==> src/rtl/mult_div_unit.sv <==
// mult_div_unit: iterative radix-2 multiply/divide unit owning the HI/LO registers.
// MULT/MULTU take WIDTH shift-add steps. MTHI/MTLO write HI/LO directly.
// Optional macro MULT_DIV_UNIT_DIV_EN adds DIV/DIVU using a restoring divider.
// Without the macro, ops 4/5 are rejected as illegal.
module mult_div_unit #(
  parameter int WIDTH = 32
) (
  input  logic             clk,
  input  logic             rst_n,
  input  logic             req_valid,
  input  logic [2:0]       req_op,
  input  logic [WIDTH-1:0] opr1,
  input  logic [WIDTH-1:0] opr2,
  input  logic             flush,
  output logic             req_ready,
  output logic             busy,
  output logic             done,
  output logic [WIDTH-1:0] hi,
  output logic [WIDTH-1:0] lo,
  output logic             illegal_op
);

  localparam int CntW = $clog2(WIDTH) + 1;
  localparam logic [CntW-1:0] LastStep = CntW'(WIDTH - 1);

  localparam logic [2:0] OpMult  = 3'd0;
  localparam logic [2:0] OpMultu = 3'd1;
  localparam logic [2:0] OpMthi  = 3'd2;
  localparam logic [2:0] OpMtlo  = 3'd3;
  localparam logic [2:0] OpDiv   = 3'd4;
`ifdef MULT_DIV_UNIT_DIV_EN
  localparam logic [2:0] OpDivu  = 3'd5;
`endif

  typedef enum logic [1:0] {
    IDLE  = 2'd0,
    CALC  = 2'd1,
    FIXUP = 2'd2
  } state_e;

  state_e            state_q, state_d;
  logic [CntW-1:0]   cnt_q, cnt_d;
  logic [WIDTH-1:0]  hi_q, hi_d;
  logic [WIDTH-1:0]  lo_q, lo_d;
  logic              busy_q, busy_d;
  logic              done_q, done_d;
  logic              illegal_q, illegal_d;
  logic [WIDTH-1:0]  mcand_q, mcand_d;
  logic [WIDTH-1:0]  accHi_q, accHi_d;
  logic [WIDTH-1:0]  accLo_q, accLo_d;
  logic              negRes_q, negRes_d;
`ifdef MULT_DIV_UNIT_DIV_EN
  logic              isDiv_q, isDiv_d;
  logic              negRem_q, negRem_d;
  logic              divZero_q, divZero_d;
  logic [WIDTH-1:0]  dividend_q, dividend_d;
  logic [WIDTH:0]    divShift;
  logic              divGeq;
  logic [WIDTH-1:0]  divDiff;
`endif

  logic              signedOp;
  logic              negSign;
  logic [WIDTH-1:0]  abs1;
  logic [WIDTH-1:0]  abs2;
  logic [WIDTH:0]    mulSum;
  logic [2*WIDTH-1:0] prodRaw;
  logic [2*WIDTH-1:0] prodFinal;

  // Operand preparation: signed ops work on magnitudes and remember the result sign
  assign signedOp = (req_op == OpMult) || (req_op == OpDiv);
  assign negSign  = signedOp && (opr1[WIDTH-1] ^ opr2[WIDTH-1]);
  assign abs1     = (signedOp && opr1[WIDTH-1]) ? -opr1 : opr1;
  assign abs2     = (signedOp && opr2[WIDTH-1]) ? -opr2 : opr2;

  // Shift-add step: multiplier sits in accLo and shifts out LSB-first into the product
  assign mulSum    = {1'b0, accHi_q} + (accLo_q[0] ? {1'b0, mcand_q} : {(WIDTH+1){1'b0}});
  assign prodRaw   = {accHi_q, accLo_q};
  assign prodFinal = negRes_q ? -prodRaw : prodRaw;

`ifdef MULT_DIV_UNIT_DIV_EN
  // Restoring step: partial remainder in accHi, dividend shifts out of accLo MSB-first
  assign divShift = {accHi_q, accLo_q[WIDTH-1]};
  assign divGeq   = divShift >= {1'b0, mcand_q};
  assign divDiff  = divShift[WIDTH-1:0] - mcand_q;
`endif

  // Next-state and datapath control; flush overrides everything except HI/LO
  always_comb begin
    state_d   = state_q;
    cnt_d     = cnt_q;
    hi_d      = hi_q;
    lo_d      = lo_q;
    busy_d    = busy_q;
    done_d    = 1'b0;
    illegal_d = 1'b0;
    mcand_d   = mcand_q;
    accHi_d   = accHi_q;
    accLo_d   = accLo_q;
    negRes_d  = negRes_q;
`ifdef MULT_DIV_UNIT_DIV_EN
    isDiv_d    = isDiv_q;
    negRem_d   = negRem_q;
    divZero_d  = divZero_q;
    dividend_d = dividend_q;
`endif

    case (state_q)
      IDLE: begin
        if (req_valid && !flush) begin
          case (req_op)
            OpMthi: hi_d = opr1;
            OpMtlo: lo_d = opr1;
            OpMult, OpMultu: begin
              state_d  = CALC;
              busy_d   = 1'b1;
              cnt_d    = '0;
              mcand_d  = abs2;
              accHi_d  = '0;
              accLo_d  = abs1;
              negRes_d = negSign;
`ifdef MULT_DIV_UNIT_DIV_EN
              isDiv_d  = 1'b0;
`endif
            end
`ifdef MULT_DIV_UNIT_DIV_EN
            OpDiv, OpDivu: begin
              state_d    = CALC;
              busy_d     = 1'b1;
              cnt_d      = '0;
              mcand_d    = abs2;
              accHi_d    = '0;
              accLo_d    = abs1;
              negRes_d   = negSign;
              negRem_d   = signedOp && opr1[WIDTH-1];
              divZero_d  = (opr2 == '0);
              dividend_d = opr1;
              isDiv_d    = 1'b1;
            end
`endif
            default: illegal_d = 1'b1;
          endcase
        end
      end

      CALC: begin
        cnt_d = cnt_q + CntW'(1);
        if (cnt_q == LastStep) begin
          state_d = FIXUP;
        end
`ifdef MULT_DIV_UNIT_DIV_EN
        if (isDiv_q) begin
          accHi_d = divGeq ? divDiff : divShift[WIDTH-1:0];
          accLo_d = {accLo_q[WIDTH-2:0], divGeq};
        end else begin
          accHi_d = mulSum[WIDTH:1];
          accLo_d = {mulSum[0], accLo_q[WIDTH-1:1]};
        end
`else
        accHi_d = mulSum[WIDTH:1];
        accLo_d = {mulSum[0], accLo_q[WIDTH-1:1]};
`endif
      end

      FIXUP: begin
        state_d = IDLE;
        busy_d  = 1'b0;
        done_d  = 1'b1;
`ifdef MULT_DIV_UNIT_DIV_EN
        if (isDiv_q) begin
          if (divZero_q) begin
            lo_d = '1;
            hi_d = dividend_q;
          end else begin
            lo_d = negRes_q ? -accLo_q : accLo_q;
            hi_d = negRem_q ? -accHi_q : accHi_q;
          end
        end else begin
          {hi_d, lo_d} = prodFinal;
        end
`else
        {hi_d, lo_d} = prodFinal;
`endif
      end

      default: begin
        state_d = IDLE;
        busy_d  = 1'b0;
      end
    endcase

    if (flush) begin
      state_d   = IDLE;
      busy_d    = 1'b0;
      done_d    = 1'b0;
      illegal_d = 1'b0;
      cnt_d     = '0;
      hi_d      = hi_q;
      lo_d      = lo_q;
    end
  end

  // State and datapath registers with asynchronous active-low reset
  always_ff @(posedge clk or negedge rst_n) begin
    if (!rst_n) begin
      state_q   <= IDLE;
      cnt_q     <= '0;
      hi_q      <= '0;
      lo_q      <= '0;
      busy_q    <= 1'b0;
      done_q    <= 1'b0;
      illegal_q <= 1'b0;
      mcand_q   <= '0;
      accHi_q   <= '0;
      accLo_q   <= '0;
      negRes_q  <= 1'b0;
`ifdef MULT_DIV_UNIT_DIV_EN
      isDiv_q    <= 1'b0;
      negRem_q   <= 1'b0;
      divZero_q  <= 1'b0;
      dividend_q <= '0;
`endif
    end else begin
      state_q   <= state_d;
      cnt_q     <= cnt_d;
      hi_q      <= hi_d;
      lo_q      <= lo_d;
      busy_q    <= busy_d;
      done_q    <= done_d;
      illegal_q <= illegal_d;
      mcand_q   <= mcand_d;
      accHi_q   <= accHi_d;
      accLo_q   <= accLo_d;
      negRes_q  <= negRes_d;
`ifdef MULT_DIV_UNIT_DIV_EN
      isDiv_q    <= isDiv_d;
      negRem_q   <= negRem_d;
      divZero_q  <= divZero_d;
      dividend_q <= dividend_d;
`endif
    end
  end

  assign req_ready  = ~busy_q;
  assign busy       = busy_q;
  assign done       = done_q;
  assign hi         = hi_q;
  assign lo         = lo_q;
  assign illegal_op = illegal_q;

endmodule

==> config.mk <==
export PLATFORM = sky130hd
export DESIGN_NAME = mult_div_unit
export DESIGN_NICKNAME = d
export VERILOG_FILES = /design/src/rtl/mult_div_unit.sv
export SDC_FILE = /design/constraint.sdc
export NUM_CORES = 1
export LEC_CHECK = 0
export ABC_AREA = 1
export CAP_MARGIN = 20
export CORE_MARGIN = 2
export CORE_UTILIZATION = 40
export DETAILED_ROUTE_END_ITERATION = 8
export GPL_TIMING_DRIVEN = 0
export SLEW_MARGIN = 20
export SYNTH_ARGS = -nofsm -noshare
export SYNTH_HDL_FRONTEND = slang
export SYNTH_SLANG_ARGS = --single-unit
==> constraint.sdc <==
create_clock -name clk -period 3.6 [get_ports clk]
set_clock_uncertainty 0.1 [all_clocks]
set_input_delay 0.72 -clock clk [delete_from_list [all_inputs] [get_ports clk]]
set_output_delay 0.72 -clock clk [all_outputs]
set_load 0.02 [all_outputs]
==> metrics.csv, run 1 <==
metric,value,unit
critPathLaunch,accLo_q[0],
yosys_warnings,0,
p_per_area,638,nW/um2
required,3.84,ns
endpoint_kind,flip-flop,
cts.clk_slew.worst_paths,0.07,ns
maxSlewHeadroom,0.317,
grt_pass1_wl,81000,um
grt_max_degree,90,
synth_edf_count,0,
dieWidth,185,um
start_kind,flip-flop,
start_util,0.404,
die_y,185,um
area_growth,19.7,%
worstReg2RegEnd,accHi_q[29],
synth_top_cell_area_share,0.328,
drt-initial-drc-count,1196,
cts_setup_buffers,0,
min_period,3.12,ns
top_usage_layer,met2,
rrSetupSlack,0.48,ns
dpl_cell_area,15100,um2
post-place-ws,0.109,ns
cts_hold_buf,0,
yosys.cell_count.top_type,nand2_1,
worstSetupPathType,reg -> reg,
grt_setup_unrepaired,no,
fin_util,0.484,
core-area,32500,um2
nFillCells,3481,
wl_per_cell,20.1,um
fin_crit_sh,0.866,
first_pass_iters,6,
fmax,321,MHz
synth_area,13100,um2
rows,66,
drc,0,
synth.distinct_cells,47,
yosys-top-cells-count,"nand2_1 (540), nor2_1 (368), inv_1 (230)",
max-clock-path-buffers,2,
vdd_drop_max,0.400,mV
fin_ws,0.481,ns
vias,14579,
ctsResizeCount,0,
finalSetupViolCount,0,
cts_tree,done,
grt_usage,0.323,
hold_viol,0,
synth_ff_type,dfrtp_1,
grt_pass1_vias,14043,
cp_max_fo,17,
drv_slew,0,
viasPerCell,5.42,
fin_nets,2345,
final_area,15700,um2
postRouteWirelength,54200,um
worstHoldPathType,in -> async,
die_area,34300,um2
grt_antenna_before_repair,0,
clockRootBuffer,clkbuf_16,
cts-htree-levels,4,
gr-usage-met1,0.390,
antenna_left,0,
grt_overflow,0,
n_antenna_cell,0,
met2_usage,0.569,
drive_gt1_frac,0.0427,
synth_seq_area_share,0.328,
worst_slew_pin_slew,1.02,ns
place_hpwl,44000,um
syn_nets,2188,
gp_congestion,0.968,
p_leak,7.38,nW
worstPathArrival,3.36,ns
reg2reg_depth,16,
portBuffers,138,
grt_util_met3,0.0460,
numCtsBuffers,17,
clkLatencyLatePin,0.46,ns
yosys.area.top_type,dfrtp_1,
async_reset_ff_frac,1.00,
io_pins,139,
cts_sinks,172,
syn_avg_cell_area,6.31,um2
r2r_start,accLo_q[0],
multi_input_area,7620,um2
synth_area_leaders,"dfrtp_1 (33%), nand2_1 (15%), nor2_1 (11%)",
status,"finished, final reports clean",
drv_cap,0,
final.setup.tns,0,ns
dp_cells,2661,
final-seq-area,4300,um2
fin_cells,2692,
yosys_register_bits,172,
syn_inst,2080,
registers in the layout (all words and copies together) (netlist names):
signal / count
accHi_q: 32
accLo_q: 32
busy: 1
cnt_q: 6
done: 1
hi: 32
illegal_op: 1
lo: 32
mcand_q: 32
negRes_q: 1
state_q: 2
layout make-up:
cell class                      count  share of cell area
Multi-Input combinational cell   1601               0.485
Sequential cell                   172               0.274
Timing Repair Buffer              139              0.0900
Inverter                          242              0.0578
Tap cell                          442              0.0352
Clock buffer                       18              0.0273
Buffer                             64              0.0179
Clock inverter                     14              0.0123
layer usage:
metal	part of all wire	routed length [um]
met1	0.41	22400
met2	0.49	26500
met3	0.055	2970
met4	0.044	2380
met5	0	0
cell families after synthesis:
kind of cell / count (synthesis) / share of synthesized area
AND/OR/NAND/NOR: 1179 / 0.371
AO/OA/AOI/OAI: 351 / 0.152
buffers and inverters: 307 / 0.0910
flip-flops: 172 / 0.328
adder cells (fa/ha/maj): 37 / 0.0359
XOR/XNOR: 34 / 0.0227
cell usage in the layout, fill, tap and decap left out, drive strengths merged, types with 3 or more instances in the layout:
cell type / synthesis / routed
a21oi: 124 / 124
a31oi: 16 / 16
and2: 3 / 3
buf: 33 / 35
bufinv: 0 / 4
clkbuf: 32 / 49
clkdlybuf4s50: 0 / 137
clkinv: 2 / 7
clkinvlp: 0 / 3
dfrtp: 172 / 172
ha: 36 / 36
inv: 240 / 242
nand2: 545 / 545
nand3: 204 / 204
nand3b: 11 / 11
nand4: 18 / 18
nor2: 372 / 372
nor3: 19 / 19
o211ai: 8 / 8
o21ai: 146 / 146
o21bai: 14 / 14
o221ai: 13 / 13
o22ai: 18 / 18
o31ai: 3 / 3
or2: 5 / 5
xnor2: 9 / 9
xor2: 25 / 25
worst max path at each step:
stage                       end  slack [ns]  cells after the start
detailed placement  accHi_q[17]        0.11                     17
global route        accHi_q[29]        0.14                     16
finish              accHi_q[29]        0.48                     16
CTS                 accHi_q[29]        0.09                     17
floorplan           accHi_q[17]        1.01                     17
global placement       cnt_q[4]       -5.70                      1
metrics by stage:
step	hold slack [ns]	power, mW
2_1_floorplan	0.324	6.08
3_3_place_gp	0.365	7.94
3_5_place_dp	0.367	7.98
6_report	0.125	10.0
4_1_cts	0.164	10.0
5_1_grt	0.197	10.7
critical path, cell delays in order, from the launching register on:
cell     delay (ns)
dfrtp_1        0.32
buf_2          0.36
nand2_1        0.10
inv_1          0.09
ha_1           0.17
inv_1          0.06
fa_1           0.40
o21ai_0        0.47
nand2_1        0.13
nand2_1        0.15
nand2_1        0.07
nand2_1        0.15
nand2_1        0.17
nand2_1        0.10
nand2_1        0.05
nand3_1        0.06
nand2_1        0.05
report_power, final:
part	switching (mW)	leakage (nW)	internal, mW
Clock	0.845	0.297	1.16
Sequential	0.660	2.10	2.55
Combinational	3.11	4.99	1.68
Total	4.62	7.38	5.40
Power figures use the tool's default switching activity.
==> inputs of run 2 (changes only) <==
Settings changed: CAP_MARGIN 20 to not set, HOLD_SLACK_MARGIN set to 0.1.
==> results of run 2 <==
Same layout as run 1: the final DEF is identical, and so are final timing and power.
==> inputs of run 3 (changes only) <==
Settings changed: CORE_UTILIZATION 40 to 58, PLACE_DENSITY set to 0.81.
==> run 3 against run 2 <==
Effect of this change:
- sequential share of layout area grew 0.45 points
- final area shrank 1.6%
- final cell count shrank 5.8%
- global-route usage grew 10 points
- sequential power is essentially flat
- combinational power about the same
- sequential cell count unchanged
- critical path type unchanged
- largest cell class unchanged
- highest routed layer unchanged
==> metrics.csv, run 3 (synthesized netlist as in run 1, its figures left out) <==
metric,value,unit,change
cts_setup_buffers,0,,unchanged
grt_antenna_before_repair,0,,unchanged
cts_hold_buf,0,,unchanged
die_y,154,um,-17%
finalSetupViolCount,0,,unchanged
drc,0,,unchanged
postRouteWirelength,51000,um,-6.0%
fin_crit_sh,0.871,,+0.00501
cp_top_family,simple AND/OR/NAND/NOR gates,,
drive_gt1_frac,0.0427,,unchanged
portBuffers,138,,unchanged
fin_util,0.689,,+0.205
min_period,3.14,ns,+0.0180 ns
core-area,22400,um2,-31%
wl_per_cell,20.1,um,-0.17%
first_pass_iters,8,,+2
n_antenna_cell,0,,unchanged
dp_cells,2504,,-5.9%
required,3.84,ns,about the same
reg2reg_depth,16,,unchanged
gp_congestion,1.04,,+7.7%
vdd_drop_max,0.277,mV,-31%
die_area,23800,um2,-30%
clockRootBuffer,clkbuf_16,,
cts_tree,done,,
path_cells,buf_2 -> nand2_1 -> inv_1 -> ha_1 -> inv_1 -> fa_1 -> o21ai_0 -> nand2_1 -> nand2_1 -> nand2_1 -> nand2_1 -> nand2_1 -> nand2_1 -> nand2_1 -> nand3_1 -> nand2_1,,
dieWidth,154,um,-17%
drt-initial-drc-count,1655,,+38%
p_total,9.89,mW,-1.3%
final_common_cell,nand2_1,,
p_per_area,640,nW/um2,+0.37%
grt_overflow,0,,unchanged
clkLatencyLatePin,0.45,ns,about the same
io_pins,139,,unchanged
fin_cells,2535,,-5.8%
fin_nets,2345,,unchanged
drv_slew,0,,unchanged
vias,15211,,+4.3%
final.setup.tns,0,ns,unchanged
worstSetupPathType,reg -> reg,,
grt_pass1_vias,14277,,+1.7%
fmax,319,MHz,-0.58%
worstHoldPathType,in -> async,,
ctsResizeCount,0,,unchanged
max-clock-path-buffers,2,,unchanged
grt_usage,0.423,,+0.101
cts-htree-levels,4,,unchanged
rows,55,,-17%
crit_slowest_cell,o21ai_0,,
final_area,15400,um2,-1.6%
place_hpwl,40200,um,-8.7%
numCtsBuffers,17,,unchanged
viasPerCell,6.00,,+11%
slowest_delay,0.42,ns,-0.05 ns
start_kind,flip-flop,,
p_leak,7.36,nW,-0.25%
path_buf_inv,3,,unchanged
grt_max_degree,101,,+12%
holdWs,0.119,ns,-0.00622 ns
path_common_cell,nand2_1,,
area_growth,17.8,%,
path_depth,16,,unchanged
grt_setup_unrepaired,no,,
worst_slew_pin_slew,1.05,ns,+0.0295 ns
grt_pass1_wl,76900,um,-5.1%
cp_max_fo,17,,unchanged
antenna_left,0,,unchanged
cts.clk_slew.worst_paths,0.08,ns,about the same
endpoint_kind,flip-flop,,
drv_cap,0,,unchanged
fin_ws,0.463,ns,-0.0180 ns
mostFrequentLayoutCells,"nand2_1 (540), nor2_1 (368), inv_1 (230)",,
maxSlewHeadroom,0.297,,-0.0197
hold_viol,0,,unchanged
post-place-ws,0.222,ns,+0.113 ns
status,"finished, final reports clean",,
dpl_cell_area,14900,um2,-1.3%
worstPathArrival,3.38,ns,+0.02 ns
cts_sinks,172,,unchanged
start_util,0.585,,+0.181
run 3: cell count changes in the layout (fill, tap and decap cells not counted), sizes merged:
cell and delta:
clkinvlp -2, inv +5, bufinv -3
run 3: path summary, 6_finish.rpt:
path / startpoint / endpoint / slack, ns
setup / recovery: accLo_q[0] / accHi_q[29] / 0.46
hold / removal: rst_n / lo[1] / 0.12
setup reg to reg: accLo_q[0] / accHi_q[29] / 0.46
hold reg to reg: mcand_q[19] / mcand_q[19] / 0.38
max in group asynchronous: rst_n / accHi_q[22] / 2.36
min in group clk: mcand_q[19] / mcand_q[19] / 0.38
run 3: layout make-up:
cell class              instances  area [um2]
repair buffers                139        1410
fillers                      1981        6990
well taps                     285         357
multi-input cells            1601        7620
clock inverters                14         134
clock buffers                  18         429
inverters                     242         908
plain buffers                  64         282
flip-flops and latches        172        4300
run 3: report_power, final:
| group | total [mW] | switching [mW] | leakage (nW) | internal [mW] |
|---|---|---|---|---|
| logic | 4.79 | 3.11 | 4.99 | 1.69 |
| clock network | 1.87 | 0.902 | 0.278 | 0.970 |
| registers | 3.22 | 0.671 | 2.10 | 2.55 |
run 3: layer usage:
layer  GRT usage  up-vias  part of all wire
li1            -     7093                 -
met1       0.490     6945              0.37
met5           0        -                 0
met2       0.711      927              0.47
met4       0.267        0             0.070
met3       0.100      246             0.096
